[src/rtl/sal_wr_issue_ctrl.sv]
// sal_wr_issue_ctrl: write-command issue stage in front of the write-data controller.
// Grants a queued DRAM write once enough W beats are buffered, the bank is open
// and write-to-write / read-to-write spacing is met, then tracks tWTR and per-bank tWR.
module sal_wr_issue_ctrl #(
  parameter int NUM_BANKS  = 16,
  parameter int COL_W      = 10,
  parameter int CREDIT_MAX = 8,
  parameter int CNT_W      = 6,
  localparam int BA_W      = $clog2(NUM_BANKS)
) (
  input  logic                 clk,
  input  logic                 rst,
  input  logic                 wr_req_valid,
  input  logic [BA_W-1:0]      wr_req_bank,
  input  logic [COL_W-1:0]     wr_req_col,
  output logic                 wr_req_ready,
  input  logic [NUM_BANKS-1:0] bank_ready,
  input  logic                 w_beat,
  input  logic                 rd_gnt,
  input  logic [3:0]           t_ccd,
  input  logic [3:0]           t_rtw,
  input  logic [3:0]           t_wtr,
  input  logic [4:0]           t_wr,
  input  logic [3:0]           dfi_wren_lat,
  output logic                 wr_gnt,
  output logic [BA_W-1:0]      wr_gnt_bank,
  output logic [COL_W-1:0]     wr_gnt_col,
  output logic                 rd_block,
  output logic [NUM_BANKS-1:0] pre_block,
  output logic                 credit_err
);

  localparam int CRD_W = $clog2(CREDIT_MAX + 1);
  localparam int SUM_W = (CNT_W > 7) ? CNT_W + 1 : 8;
  localparam logic [SUM_W-1:0] CNT_MAX = SUM_W'((1 << CNT_W) - 1);

  logic [CRD_W-1:0] credits;
  logic [CNT_W-1:0] ccd_cnt;
  logic [CNT_W-1:0] rtw_cnt;
  logic [CNT_W-1:0] wtr_cnt;
  logic [CNT_W-1:0] twr_cnt [NUM_BANKS];

  logic [SUM_W-1:0] ccd_sum;
  logic [SUM_W-1:0] wtr_sum;
  logic [SUM_W-1:0] twr_sum;

  // Clamp a reload value so a counter can never be loaded past its range
  function automatic logic [CNT_W-1:0] sat_load(input logic [SUM_W-1:0] v);
    if (v > CNT_MAX) return '1;
    return v[CNT_W-1:0];
  endfunction

  // Reload amounts; the burst is 2 beats so spacing below 2 cycles would overlap data
  always_comb begin
    ccd_sum = (t_ccd < 4'd2) ? SUM_W'(1) : SUM_W'(t_ccd) - SUM_W'(1);
    wtr_sum = SUM_W'(dfi_wren_lat) + SUM_W'(2) + SUM_W'(t_wtr);
    twr_sum = SUM_W'(dfi_wren_lat) + SUM_W'(2) + SUM_W'(t_wr);
  end

  // Grant decision; a read issued this cycle always wins over a write
  always_comb begin
    wr_gnt = wr_req_valid && bank_ready[wr_req_bank] && (credits >= CRD_W'(2))
             && (ccd_cnt == '0) && (rtw_cnt == '0) && !rd_gnt;
    wr_req_ready = wr_gnt;
    wr_gnt_bank  = wr_gnt ? wr_req_bank : '0;
    wr_gnt_col   = wr_gnt ? wr_req_col : '0;
    rd_block     = (wtr_cnt != '0);
    for (int b = 0; b < NUM_BANKS; b++) begin
      pre_block[b] = (twr_cnt[b] != '0);
    end
  end

  // Write-data credits: one per buffered beat, a grant consumes a 2-beat burst
  always_ff @(posedge clk) begin
    if (rst) begin
      credits <= '0;
    end else if (wr_gnt) begin
      credits <= credits - CRD_W'(2) + CRD_W'(w_beat);
    end else if (w_beat && (credits != CRD_W'(CREDIT_MAX))) begin
      credits <= credits + CRD_W'(1);
    end
  end

  // Sticky overflow flag: a beat arrived while the FIFO was already full
  always_ff @(posedge clk) begin
    if (rst) begin
      credit_err <= 1'b0;
    end else if (w_beat && !wr_gnt && (credits == CRD_W'(CREDIT_MAX))) begin
      credit_err <= 1'b1;
    end
  end

  // Write-to-write spacing counter
  always_ff @(posedge clk) begin
    if (rst) begin
      ccd_cnt <= '0;
    end else if (wr_gnt) begin
      ccd_cnt <= sat_load(ccd_sum);
    end else if (ccd_cnt != '0) begin
      ccd_cnt <= ccd_cnt - CNT_W'(1);
    end
  end

  // Read-to-write turnaround counter
  always_ff @(posedge clk) begin
    if (rst) begin
      rtw_cnt <= '0;
    end else if (rd_gnt) begin
      rtw_cnt <= sat_load(SUM_W'(t_rtw));
    end else if (rtw_cnt != '0) begin
      rtw_cnt <= rtw_cnt - CNT_W'(1);
    end
  end

  // Write-to-read counter; the most recent write restarts the window
  always_ff @(posedge clk) begin
    if (rst) begin
      wtr_cnt <= '0;
    end else if (wr_gnt) begin
      wtr_cnt <= sat_load(wtr_sum);
    end else if (wtr_cnt != '0) begin
      wtr_cnt <= wtr_cnt - CNT_W'(1);
    end
  end

  // Per-bank write recovery counters guarding precharge
  always_ff @(posedge clk) begin
    for (int b = 0; b < NUM_BANKS; b++) begin
      if (rst) begin
        twr_cnt[b] <= '0;
      end else if (wr_gnt && (wr_req_bank == BA_W'(b))) begin
        twr_cnt[b] <= sat_load(twr_sum);
      end else if (twr_cnt[b] != '0) begin
        twr_cnt[b] <= twr_cnt[b] - CNT_W'(1);
      end
    end
  end

endmodule
[config.mk]
export PLATFORM = sky130hd
export DESIGN_NAME = sal_wr_issue_ctrl
export DESIGN_NICKNAME = d
export VERILOG_FILES = /design/src/rtl/sal_wr_issue_ctrl.sv
export SDC_FILE = /design/constraint.sdc
export NUM_CORES = 1
export LEC_CHECK = 0
export ABC_AREA = 0
export BUFFER_PORTS_ARGS = -buffer_cell sky130_fd_sc_hd__buf_2
export CELL_PAD_IN_SITES_DETAIL_PLACEMENT = 1
export CELL_PAD_IN_SITES_GLOBAL_PLACEMENT = 2
export CORE_ASPECT_RATIO = 0.7
export CORE_MARGIN = 3
export CORE_UTILIZATION = 38
export CTS_BUF_LIST = sky130_fd_sc_hd__clkbuf_8
export DETAILED_ROUTE_END_ITERATION = 8
export HOLD_SLACK_MARGIN = 0.06
export PLACE_DENSITY_LB_ADDON = 0.1
export SYNTH_ARGS = -nofsm -noshare
export SYNTH_HDL_FRONTEND = slang
export SYNTH_SLANG_ARGS = --single-unit
[constraint.sdc]
create_clock -name clk -period 2.8 [get_ports clk]
set_clock_uncertainty 0.05 [all_clocks]
set_input_delay 0.56 -clock clk [delete_from_list [all_inputs] [get_ports clk]]
set_output_delay 0.56 -clock clk [all_outputs]
set_load 0.005 [all_outputs]
==> metrics <==
IO Port Bufs=89; final setup violation count=2; syn_area_per_cell=roughly 8.9 um^2; failing checks=setup timing; root buffer cell=clkbuf_8; setup ws final=-0.00699 ns; Critical Path Sink Type=output port; Required @ worst endpoint=2.19 ns; Main synth FF type=edfxtp_1; Crit. path cell count=10; outcome=finished, violations left; clock net sink count=around 120; post-DR vias/cell=5.34; fin nets=1156; max-slew violations=0; Initial Util=39.6%; static leakage=between 4 and 5 nW; Synth Instances=941; Final ANT Viol Nets=0; die area=around 0.024 mm^2; EDFF count, synth=96; delay-heaviest family, CP=simple AND/OR/NAND/NOR gates; clk buf depth=2; Hold Crit Class=in2reg; r2r startpoint=credits[0]$_SDFFE_PP0P_; crit-path most repeated cell=inv_4; Reg2Reg Setup Slack=0.28 ns; Slowest cell on crit path=or4_4; Max Fclk=356 MHz; power density cells=992 mW/mm^2; Ports=90; crit-path cells=inv_4 -> ha_4 -> or4_4 -> nand4_4 -> nor2_4 -> o21ai_4 -> inv_4 -> clkbuf_16 -> and2_4 -> buf_6; vias in the first global route=7337; overall routing resource usage=21.3%; antenna violations before repair=3; Yosys warnings=0; vias post-DR=~7100; die width=184 um; sequential cell area=0.00335 mm^2; Residual DRC=0; Initial DRT Pass Iterations=5; Core ar.=approximately 0.021 mm^2; met3 global-route usage=5.12%; Fillers=2501; largest net degree at the start of global routing=60; post-route minimum period=2.81 ns; Worst Hold Slack=0.270 ns; largest fanout on the critical path=6; RSZ-0062 raised after global routing=true; CTS tree=built; die height=131 um; DRT Wirelength=~25 mm; GPL Wtd Cong=0.795; Crit path buffers/inverters=4; GRT Residual Overflow=0; critical path class=reg2out; mapped cell area=0.00842 mm^2; met2 usage=about 32%; Synth Net Count=1051; Startpoint Class=flop; Largest stage delay, worst path=0.42 ns; share of layout cells above drive strength 1=18.5%; H-tree depth=4; Core Rows=44; TritonCTS Buffers=17; #FFs+latches synth=119; R2R Path End=twr_cnt[1][16]$_DFFE_PP_; reg2reg path depth=9; Multi-input gate area=0.00468 mm^2; CP Data Arrival Time=2.20 ns; worst skew pair latency=0.47 ns; Post-synth ARST share=0%; P&R area growth vs syn=19.1%; final core occ=between 40% and 50%; placed cell count=1295; Worst-path clk slew=0.08 ns; worst setup path startpoint=credits[0]$_SDFFE_PP0P_; Netlist cell types=58; Seq/Total Area, Yosys=39.7%; layer with the highest usage=met2; first-pass GRT wire length=40.0 mm; final worst path period share=100%; drt wl/cell=roughly 19 um; Max VDD drop=379 uV; max-cap viol count=0; Layout Cells excl Fill=1337; Slew headroom=57.2%; Detailed Route Iter0 Violations=390; Tightest Pin Transition=0.642 ns; pre-CTS setup slack=between 0.04 and 0.05 ns; met1 global-route usage=between 30% and 40%; crit path to=wr_gnt_col[3]; Fin. Hold Viols=0; dpl hpwl=17.8 mm
[metal layers]
metal  vias to the layer above  share of wire, %
li1                       3537                 -
met1                      3434                52
met2                       136                43
met3                        24               4.6
met4                         2               1.2
met5                         -             0.052
[sequential cells by signal, indices dropped and copies added (netlist names)]
register    flops
ccd_cnt         6
credit_err      1
credits         4
rtw_cnt         6
twr_cnt        96
wtr_cnt         6
[layout by cell type, fill, tap and decap left out, drive strengths merged, types with 21 or more instances in the layout]
cell type	instances
dfxtp	23
clkbuf	21
xor2	47
buf	136
nor3	43
inv	69
nand2	96
ha	52
xnor2	41
nor2	60
edfxtp	96
a21oi	80
nand3	73
[synthesized netlist by cell type (all sizes together) (5+ instances only)]
master / number / area (um^2)
a21oi: 80 / 400
nand2b: 15 / 93.8
xor2: 47 / 412
nor4: 5 / 37.5
nand4: 10 / 98.8
buf: 10 / 73.8
or4: 7 / 56.3
nor3: 43 / 215
clkbuf: 42 / 158
and4: 6 / 55.1
nand3b: 15 / 113
o31ai: 8 / 60.1
and2: 17 / 106
xnor2: 41 / 359
o22ai: 19 / 119
nand3: 73 / 365
o21ai: 7 / 38.8
inv: 63 / 236
ha: 52 / 651
a211oi: 11 / 82.6
nor2b: 7 / 43.8
dfxtp: 23 / 460
a31oi: 5 / 31.3
and3b: 9 / 78.8
nand2: 96 / 360
nor2: 60 / 233
mux2i: 18 / 180
or3: 19 / 119
and3: 9 / 56.3
edfxtp: 96 / 2880
[worst register-to-register path, stage by stage, from the launching register on]
cell,delay (ns)
dfxtp_2,0.37
inv_4,0.05
ha_4,0.14
or4_4,0.42
nand4_4,0.12
buf_4,0.15
nor3_1,0.05
buf_4,0.20
and3_1,0.20
or3_1,0.47
[report_power, final]
| group | internal (mW) | switching [mW] | leakage (nW) | total (mW) |
|---|---|---|---|---|
| clock | 0.997 | 0.760 | 0.228 | 1.76 |
| combinational | 2.08 | 2.71 | 2.79 | 4.80 |
| sequential | 2.87 | 0.524 | 1.29 | 3.40 |
[final cells by class]
type                            instances  share of cell area, %
Sequential cell                       119                   33.4
Clock inverter                         13                   1.63
Inverter                               64                   2.45
Clock buffer                           19                   2.61
Antenna cell                            2                 0.0499
Multi-Input combinational cell        706                   46.7
Timing Repair Buffer                  138                   9.79
Tap cell                              276                   3.44
[cell families (layout without fill, tap and decap cells)]
family | after synthesis | after routing | synth area share, %
flip-flops | 119 | 119 | 39.7
AO/OA/AOI/OAI | 146 | 146 | 10.2
AND/OR/NAND/NOR | 398 | 398 | 24.7
other | 0 | 2 | 0
multiplexers | 19 | 19 | 2.27
XOR/XNOR | 88 | 88 | 9.15
buffers and inverters | 116 | 234 | 5.60
adder cells (fa/ha/maj) | 55 | 55 | 8.32
[what timing repair did]
item | in CTS | in global routing
hold buffers | 0 | 0
setup buffers | 2 | 4
endpoints found under the setup margin | 16 | 14
pin swaps | 1 | 7
gates resized for setup | 11 | 29
cloned | 0 | 2
[how the worst min path moves through the flow]
stage | from | to | slack (ns) | cells after the start
floorplan | credit_err$_SDFFE_PP0P_ | credit_err$_SDFFE_PP0P_ | 0.41 | 2
detailed placement | credit_err$_SDFFE_PP0P_ | credit_err$_SDFFE_PP0P_ | 0.41 | 2
global route | t_rtw[3] | rtw_cnt[3]$_SDFFE_PP0P_ | 0.29 | 3
CTS | t_rtw[1] | rtw_cnt[1]$_SDFFE_PP0P_ | 0.25 | 3
global placement | credit_err$_SDFFE_PP0P_ | credit_err$_SDFFE_PP0P_ | 0.41 | 2
finish | t_rtw[1] | rtw_cnt[1]$_SDFFE_PP0P_ | 0.27 | 3
[metrics by stage]
stage / TNS [ns] / cell area, um^2 / power, mW
4_1_cts: -0.681 / 9810 / 9.98
3_3_place_gp: 0 / 9340 / 8.05
2_1_floorplan: 0 / 8420 / 6.83
3_5_place_dp: 0 / 9340 / 8.16
6_report: -0.0110 / 10000 / 9.95
5_1_grt: -1.00 / 10000 / 10.9
Note: power is estimated with default switching activity, not from simulation.
